<file path="src/rtl/tetris_frame_streamer_if.sv">
// Stream interface for the Tetris frame streamer.
//   out_data  : 16-bit stream word
//   out_valid : out_data holds a word the consumer may take
//   out_ready : consumer accepts the word this cycle
//   out_last  : current word is the final word of the frame
interface tetris_frame_streamer_if;
  logic [15:0] out_data;
  logic        out_valid;
  logic        out_ready;
  logic        out_last;

  modport master (
    output out_data,
    output out_valid,
    output out_last,
    input  out_ready
  );

  modport slave (
    input  out_data,
    input  out_valid,
    input  out_last,
    output out_ready
  );
endinterface

</file>
<file path="src/rtl/tetris_frame_streamer.sv">
// Tetris frame streamer: snapshots the game grid, score and status flags,
// then streams them as a fixed 22-word frame over a valid/ready interface.
//
// Frame layout:
//   word 0      : {HDR_TAG, game_over, game_paused, row_cleared, 1'b0, frame_count}
//   words 1..20 : {6'b0, row r}, r = 0..19
//   word 21     : {2'b00, score}
//
// Ports:
//   clk, reset_n       : clock, asynchronous active-low reset
//   grid_state[199:0]  : live grid, cell (r,c) at bit r*10+c
//   score[13:0]        : live score
//   game_over          : game-over level
//   game_paused        : pause level
//   row_cleared        : row-cleared level or pulse (made sticky here)
//   frame_req          : start one frame when idle
//   strm               : stream master (out_data/out_valid/out_last/out_ready)
//   busy               : a frame is in progress
//   dirty              : live grid differs from the last snapshot (one-cycle lag)
//   frame_count[7:0]   : completed frames, mod 256
//
// state | meaning
// ------+-------------------------------------------------------------
// IDLE  | waiting for frame_req (or dirty grid when AUTO_SEND=1)
// SEND  | presenting snapshot words 0..21, advancing on each transfer
module tetris_frame_streamer #(
  parameter bit         AUTO_SEND = 1'b0,
  parameter logic [3:0] HDR_TAG   = 4'hA
) (
  input  logic                           clk,
  input  logic                           reset_n,
  input  logic [199:0]                   grid_state,
  input  logic [13:0]                    score,
  input  logic                           game_over,
  input  logic                           game_paused,
  input  logic                           row_cleared,
  input  logic                           frame_req,
  tetris_frame_streamer_if.master        strm,
  output logic                           busy,
  output logic                           dirty,
  output logic [7:0]                     frame_count
);

  typedef enum logic {
    IDLE = 1'b0,
    SEND = 1'b1
  } state_t;

  localparam logic [4:0] LAST_IDX = 5'd21;

  state_t       state;
  state_t       state_nxt;
  logic         start;
  logic         xfer;
  logic         last_word;
  logic [4:0]   word_idx;
  logic [4:0]   row_sel;
  logic [7:0]   row_base;
  logic [15:0]  data;

  logic [199:0] snap_grid;
  logic [13:0]  snap_score;
  logic         snap_over;
  logic         snap_paused;
  logic         snap_row;
  logic         row_sticky;

  assign last_word = (word_idx == LAST_IDX);

  always_ff @(posedge clk or negedge reset_n) begin
    if (!reset_n) begin
      state <= IDLE;
    end else begin
      state <= state_nxt;
    end
  end

  always_comb begin
    state_nxt = state;
    start     = 1'b0;
    xfer      = 1'b0;
    case (state)
      IDLE: begin
        if (frame_req || (AUTO_SEND && dirty)) begin
          start     = 1'b1;
          state_nxt = SEND;
        end
      end
      SEND: begin
        xfer = strm.out_ready;
        if (xfer && last_word) begin
          state_nxt = IDLE;
        end
      end
      default: state_nxt = IDLE;
    endcase
  end

  always_ff @(posedge clk or negedge reset_n) begin
    if (!reset_n) begin
      word_idx    <= '0;
      frame_count <= '0;
      snap_grid   <= '0;
      snap_score  <= '0;
      snap_over   <= 1'b0;
      snap_paused <= 1'b0;
      snap_row    <= 1'b0;
      row_sticky  <= 1'b0;
      dirty       <= 1'b1;
    end else begin
      // A pulse coinciding with the start edge goes into this frame's header
      // instead of the sticky flag, so it is reported exactly once.
      row_sticky <= start ? 1'b0 : (row_sticky | row_cleared);
      dirty      <= start ? 1'b0 : (grid_state != snap_grid);
      if (start) begin
        snap_grid   <= grid_state;
        snap_score  <= score;
        snap_over   <= game_over;
        snap_paused <= game_paused;
        snap_row    <= row_sticky | row_cleared;
        word_idx    <= '0;
      end else if (xfer) begin
        if (last_word) begin
          word_idx    <= '0;
          frame_count <= frame_count + 8'd1;
        end else begin
          word_idx <= word_idx + 5'd1;
        end
      end
    end
  end

  // Row words are indexed from word 1, so row r sits at word r+1.
  always_comb begin
    row_sel  = word_idx - 5'd1;
    row_base = {3'b000, row_sel} * 8'd10;
    data     = '0;
    if (state == SEND) begin
      if (word_idx == 5'd0) begin
        data = {HDR_TAG, snap_over, snap_paused, snap_row, 1'b0, frame_count};
      end else if (last_word) begin
        data = {2'b00, snap_score};
      end else begin
        data = {6'b000000, snap_grid[row_base +: 10]};
      end
    end
  end

  assign strm.out_data  = data;
  assign strm.out_valid = (state == SEND);
  assign strm.out_last  = (state == SEND) && last_word;
  assign busy           = (state == SEND);

endmodule

</file>
<file path="src/flat_wrapper.sv">
// flat-port wrapper written by rule: the top's interface ports become plain ports
module tetris_frame_streamer_flat 
#(
  parameter bit         AUTO_SEND = 1'b0,
  parameter logic [3:0] HDR_TAG   = 4'hA
)
  (clk, reset_n, grid_state, score, game_over, game_paused, row_cleared, frame_req, busy, dirty, frame_count, strm_out_data, strm_out_valid, strm_out_last, strm_out_ready);
  tetris_frame_streamer_if strm_i ();
  input  logic clk;
  input  logic reset_n;
  input  logic [199:0] grid_state;
  input  logic [13:0] score;
  input  logic game_over;
  input  logic game_paused;
  input  logic row_cleared;
  input  logic frame_req;
  output logic busy;
  output logic dirty;
  output logic [7:0] frame_count;
  output wire logic [$bits(strm_i.out_data)-1:0] strm_out_data;
  output wire logic [$bits(strm_i.out_valid)-1:0] strm_out_valid;
  output wire logic [$bits(strm_i.out_last)-1:0] strm_out_last;
  input wire logic [$bits(strm_i.out_ready)-1:0] strm_out_ready;
  assign strm_out_data = strm_i.out_data;
  assign strm_out_valid = strm_i.out_valid;
  assign strm_out_last = strm_i.out_last;
  assign strm_i.out_ready = strm_out_ready;
  tetris_frame_streamer #(.AUTO_SEND(AUTO_SEND), .HDR_TAG(HDR_TAG)) u_core (.clk(clk), .reset_n(reset_n), .grid_state(grid_state), .score(score), .game_over(game_over), .game_paused(game_paused), .row_cleared(row_cleared), .frame_req(frame_req), .strm(strm_i), .busy(busy), .dirty(dirty), .frame_count(frame_count));
endmodule
</file>
<file path="config.mk">
export PLATFORM = sky130hd
export DESIGN_NAME = tetris_frame_streamer_flat
export DESIGN_NICKNAME = d
export VERILOG_FILES = /design/src/rtl/tetris_frame_streamer_if.sv /design/src/rtl/tetris_frame_streamer.sv /design/src/flat_wrapper.sv
export SDC_FILE = /design/constraint.sdc
export NUM_CORES = 1
export LEC_CHECK = 0
export BUFFER_PORTS_ARGS = -buffer_cell sky130_fd_sc_hd__buf_2
export CORE_ASPECT_RATIO = 0.5
export CORE_MARGIN = 2
export CORE_UTILIZATION = 30
export DETAILED_ROUTE_END_ITERATION = 12
export HOLD_SLACK_MARGIN = 0.08
export PLACE_DENSITY = 0.54
export SLEW_MARGIN = 40
export SYNTH_ARGS = -nofsm -noshare
export SYNTH_HDL_FRONTEND = slang
export SYNTH_SLANG_ARGS = --single-unit
</file>
<file path="constraint.sdc">
create_clock -name clk -period 12.9 [get_ports clk]
set_clock_uncertainty 0.15 [all_clocks]
set_input_delay 1.29 -clock clk [delete_from_list [all_inputs] [get_ports clk]]
set_output_delay 1.29 -clock clk [all_outputs]
set_load 0.05 [all_outputs]
</file>
==> Yosys cells after proc, flatten, opt, wreduce, memory -nomap -nowiden <==
Index checks and enable logic that the tools add are counted.
{ "totals": {"register_bits": 233, "wordCells": 38, "inputBits": 221, "out_inout_bits": 28} }
{ "classes": {"n_eq_ne": 2, "bitwise": 3, "n_addsub": 3, "mux": 13, "reduce_logical": 5, "shift": 1, "n_mul": 1} }
{ "ops": {"columns": ["operator", "n"], "rows": [
  ["$ne A200 B200 Y1", 1],
  ["$shiftx A200 B9 Y10", 1],
  ["$mux W16", 2],
  ["$mux W5", 3],
  ["$mux W14", 1],
  ["$add A8 B1 Y8 const B", 1],
  ["$mul A5 B3 Y7 const B", 1],
  ["$mux W1", 6],
  ["$add A5 B1 Y5 const B", 1],
  ["$eq A5 B5 Y1 const B", 1],
  ["$logic_not A5 Y1", 1],
  ["$sub A5 B1 Y5 const B", 1],
  ["$reduce_and A3 Y1", 1],
  ["$logic_and A1 B1 Y1", 2],
  ["$not A1 Y1", 2],
  ["$pmux W1 S2", 1],
  ["$reduce_bool A2 Y1", 1],
  ["$or A1 B1 Y1", 1]
]} }

==> Longest topological paths before layout <==
{ "depth": {"word_depth": 6, "depth_mapped": 21, "depth_no_buf": 14} }

==> Worst setup path after synthesis <==
Ideal clock, no wire load.
{ "synth_timing": {"path_type": "reg-to-output", "startpoint": "register u_core.word_idx[0]", "endpoint": "output port strm_out_data[1]", "stages_incl_launch_ff": 22, "n_path_buf": 8, "t_arrival_ps": 5519, "path_slack_ps": 5941, "required_time_ps": 11460, "cell_sequence": "dfrtp_1 buf_6 buf_6 inv_2 buf_2 ha_1 buf_6 buf_8 buf_4 clkinv_1 buf_4 ha_1 ha_1 inv_1 fa_1 clkbuf_1 inv_1 nand2_1 a211oi_1 a2111oi_0 nor3_1 o31ai_1"} }
{ "synth_between": {"elab_chain_len": 6, "word_cells_on_any_way": 8} }
{ "synth_rtl": {"columns": ["item", "line_no", "source"], "rows": [
  ["start, declared", "tetris_frame_streamer.sv:56", "logic [4:0] word_idx;"],
  ["start signal, assigned", "tetris_frame_streamer.sv:127", "word_idx <= word_idx + 5'd1;"],
  ["$sub A5 B1 Y5", "tetris_frame_streamer.sv:135", "row_sel = word_idx - 5'd1;"],
  ["$mul A5 B3 Y7", "tetris_frame_streamer.sv:136", "row_base = {3'b000, row_sel} * 8'd10;"],
  ["$shiftx A200 B9 Y10", "tetris_frame_streamer.sv:144", "data = {6'b000000, snap_grid[row_base +: 10]};"],
  ["$mux W14", "tetris_frame_streamer.sv:141", "end else if (last_word) begin"],
  ["$mux W16 (*)", "tetris_frame_streamer.sv:139", "if (word_idx == 5'd0) begin"],
  ["$mux W16 (*)", "tetris_frame_streamer.sv:138", "if (state == SEND) begin"],
  ["end, declared", "flat_wrapper.sv:20", "output wire logic [$bits(strm_i.out_data)-1:0] strm_out_data;"]
]} }
Every way passes the cells marked *; elsewhere a longest branch is shown, timed or not.

==> Worst setup path in the final report <==
Same ends and word-level chain as after synthesis.

==> results_dict.tcl <==
set metrics [dict create \
    ys_seq_area_share_pct 31.84 \
    ys.flop_type "dfrtp_1" \
    die_h_um 178.7 \
    cts_root_buf "clkbuf_16" \
    post-route-drc-count 0 \
    dp_hpwl_mm 53.46 \
    instances_no_fill 2428 \
    hp-class "reg2reg" \
    wirelength_mm 67.14 \
    setup_viol 0 \
    dieArea_um2 63170 \
    cts_tree "done" \
    avgViaCountPerCell 5.611 \
    ys_types 63 \
    synth_fp_nets 1632 \
    core_area_um2 59830 \
    tightest_slew_ns 0.8729 \
    status "finished clean" \
    place_congestion 0.9347 \
    fp.dieW_um 353.5 \
    critical_path_class "reg2out" \
    crit_required_ns 11.46 \
    drive_gt1_share_pct 48.57 \
    drtIter0Drc 1455 \
    cts_buffer_depth 3 \
    initial_core_util_pct 30.62 \
    layout_commonest_cell "mux2_2" \
    maxCapViolCount 0 \
    grt_pass1_vias 13488 \
    placed_cells 2374 \
    final_cell_mix "252 x mux2_2, 246 x buf_2, 230 x dfrtp_1" \
    critPathMaxFanout 52 \
    startpoint_type "register" \
    worst_slack_ns 4.455 \
    netlist_area_um2 18320 \
    cts_setup_buffers 0 \
    clk_latency_ns 0.56 \
    grt_setup_unrepaired "no" \
    syn_inst 1399 \
    vdd_drop_max_uv 166.0 \
    path_clk_slew_ns 0.06 \
    grt_pass1_wl_mm 96.23 \
    ctsHoldBuffers 0 \
    antenna_found_initial 12 \
    io_buffers 247 \
    power_leakage_nw 8.577 \
    arrival_ns 7.00 \
    fin_crit_sh_pct 65.46 \
    rows 63 \
    cts_sinks 233 \
    maxSlewViolCount 0 \
    wl_per_cell_um 27.65 \
    cts_inserted_buffers 26 \
    slew_headroom_pct 40.30 \
    syn2layout_area_growth_pct 16.08 \
    synthTopCellsByArea "dfrtp_1 32%, mux4_2 24%, mux2_2 15%" \
    synth.largest_area_cell "dfrtp_1" \
    h-tree-depth 1 \
    max_freq_ghz 0.1184 \
    fin_nets 1825 \
    hold_slack_ns 0.3451 \
    hold_viol 0 \
    firstDrtPassIters 5 \
    ant_nets 0 \
    ctsResizeCount 0 \
    num_vias 13623 \
    yosysWarnings 0 \
    netlist.area_leader.share_pct 31.69 \
    synth.avg_cell_area_um2 13.09 \
    crit_path_end_kind "primary output" \
    finalCriticalPeriod_ns 8.445 \
    grt_max_degree 99 \
    synth_edf_count 0 \
    grt_use_total_pct 21.01 \
    dp_slack_ns 5.008 \
    tns_ns 0 \
    synth-async-reset-ratio_pct 100.0 \
    n_fill_cell 5943 \
    io_pins 249 \
    grt-ovfl-total 0 \
    ys_ff_latch 233 \
    power_density_nw_per_um2 267.1 \
]
[cells by family (layout without fill, tap and decap cells)]
| kind of cell | after synthesis | in the layout | synth area share, % |
|---|---|---|---|
| mux | 519 | 519 | 43.40 |
| flops | 233 | 233 | 31.84 |
| xor+xnor | 210 | 210 | 10.04 |
| simple gates | 196 | 196 | 5.635 |
| buf+inv | 117 | 330 | 3.914 |
| compound gates | 111 | 111 | 4.296 |
| fa+ha+maj | 12 | 12 | 0.8606 |
| other cells | 1 | 5 | 0.02047 |
[metrics by stage]
step / instance area, um^2 / utilization, % / power [mW]
floorplan: 18320 / - / 3.710
global placement: 20100 / 33.60 / 4.728
detailed placement: 20180 / 33.73 / 4.731
CTS: 21180 / 35.41 / 5.621
global route: 21260 / 35.53 / 5.941
finish: 21270 / 35.54 / 5.681
[power breakdown]
group | internal (mW) | switching [mW] | total, mW
combinational | 1.60 | 2.22 | 3.82
clock | 0.542 | 0.333 | 0.875
sequential | 0.814 | 0.175 | 0.989
[critical path: stages (launching register included)]
cell and delay [ns]:
dfrtp_4 0.92, inv_2 0.55, ha_4 0.90, clkinv_1 0.21
ha_1 0.38, ha_4 0.14, inv_1 0.05, fa_1 0.52
buf_4 0.31, inv_1 0.38, nand2_1 0.38, a211oi_1 0.09
a2111oi_0 0.53, nor3_1 0.20, o31ai_1 0.51, buf_2 0.36
[final timing paths]
kind	to	depth (start not counted)	slack, ns	startpoint
setup / recovery	strm_out_data[1]	15	4.46	u_core.word_idx[0]
hold / removal	u_core.row_sticky	2	0.35	u_core.row_sticky
setup reg to reg	u_core.word_idx[1]	5	9.64	u_core.word_idx[0]
hold reg to reg	u_core.row_sticky	2	0.35	u_core.row_sticky
max in group asynchronous	u_core.snap_grid[177]	3	10.73	reset_n
min in group asynchronous	u_core.snap_grid[102]	1	0.47	reset_n
[registers in the layout, summed over array words and instances, names as in the netlist]
name                flops
u_core.row_sticky       1
u_core.snap_score      14
u_core.snap_over        1
u_core.dirty            1
u_core.frame_count      8
u_core.word_idx         5
u_core.snap_paused      1
u_core.snap_row         1
u_core.snap_grid      200
u_core.busy             1
[metal layers]
| layer | track usage (%) | up-vias | share of wire, % |
|---|---|---|---|
| li1 | - | 5850 | - |
| met3 | 6.260 | 92 | 8.4 |
| met2 | 33.69 | 497 | 47 |
| met1 | 26.84 | 7174 | 41 |
| met5 | 0 | - | 0.11 |
| met4 | 8.103 | 10 | 4.2 |
[cells in the mapped netlist, types with 14 or more instances]
cell type	instances
a21oi_1	14
buf_2	18
buf_4	32
buf_6	15
clkbuf_1	35
dfrtp_1	232
mux2_2	252
mux2i_1	72
mux4_2	195
nand2_1	49
nand3_1	16
nand4_1	37
nor2_1	23
nor4_1	32
o21ai_0	21
xnor2_1	116
xor2_1	94
[area by class of cell]
| cell class | count | area [um^2] | share of cell area (%) |
|---|---|---|---|
| antenna | 4 | 10.01 | 0.04707 |
| clock buffer | 36 | 779.5 | 3.666 |
| clock inverter | 12 | 220.2 | 1.036 |
| inverter | 13 | 48.80 | 0.2295 |
| multi-input combinational | 1049 | 11870 | 55.81 |
| sequential | 233 | 5837 | 27.45 |
| tap | 812 | 1016 | 4.778 |
| timing repair buffer | 269 | 1486 | 6.990 |
Note: power is estimated with default switching activity, not from simulation.
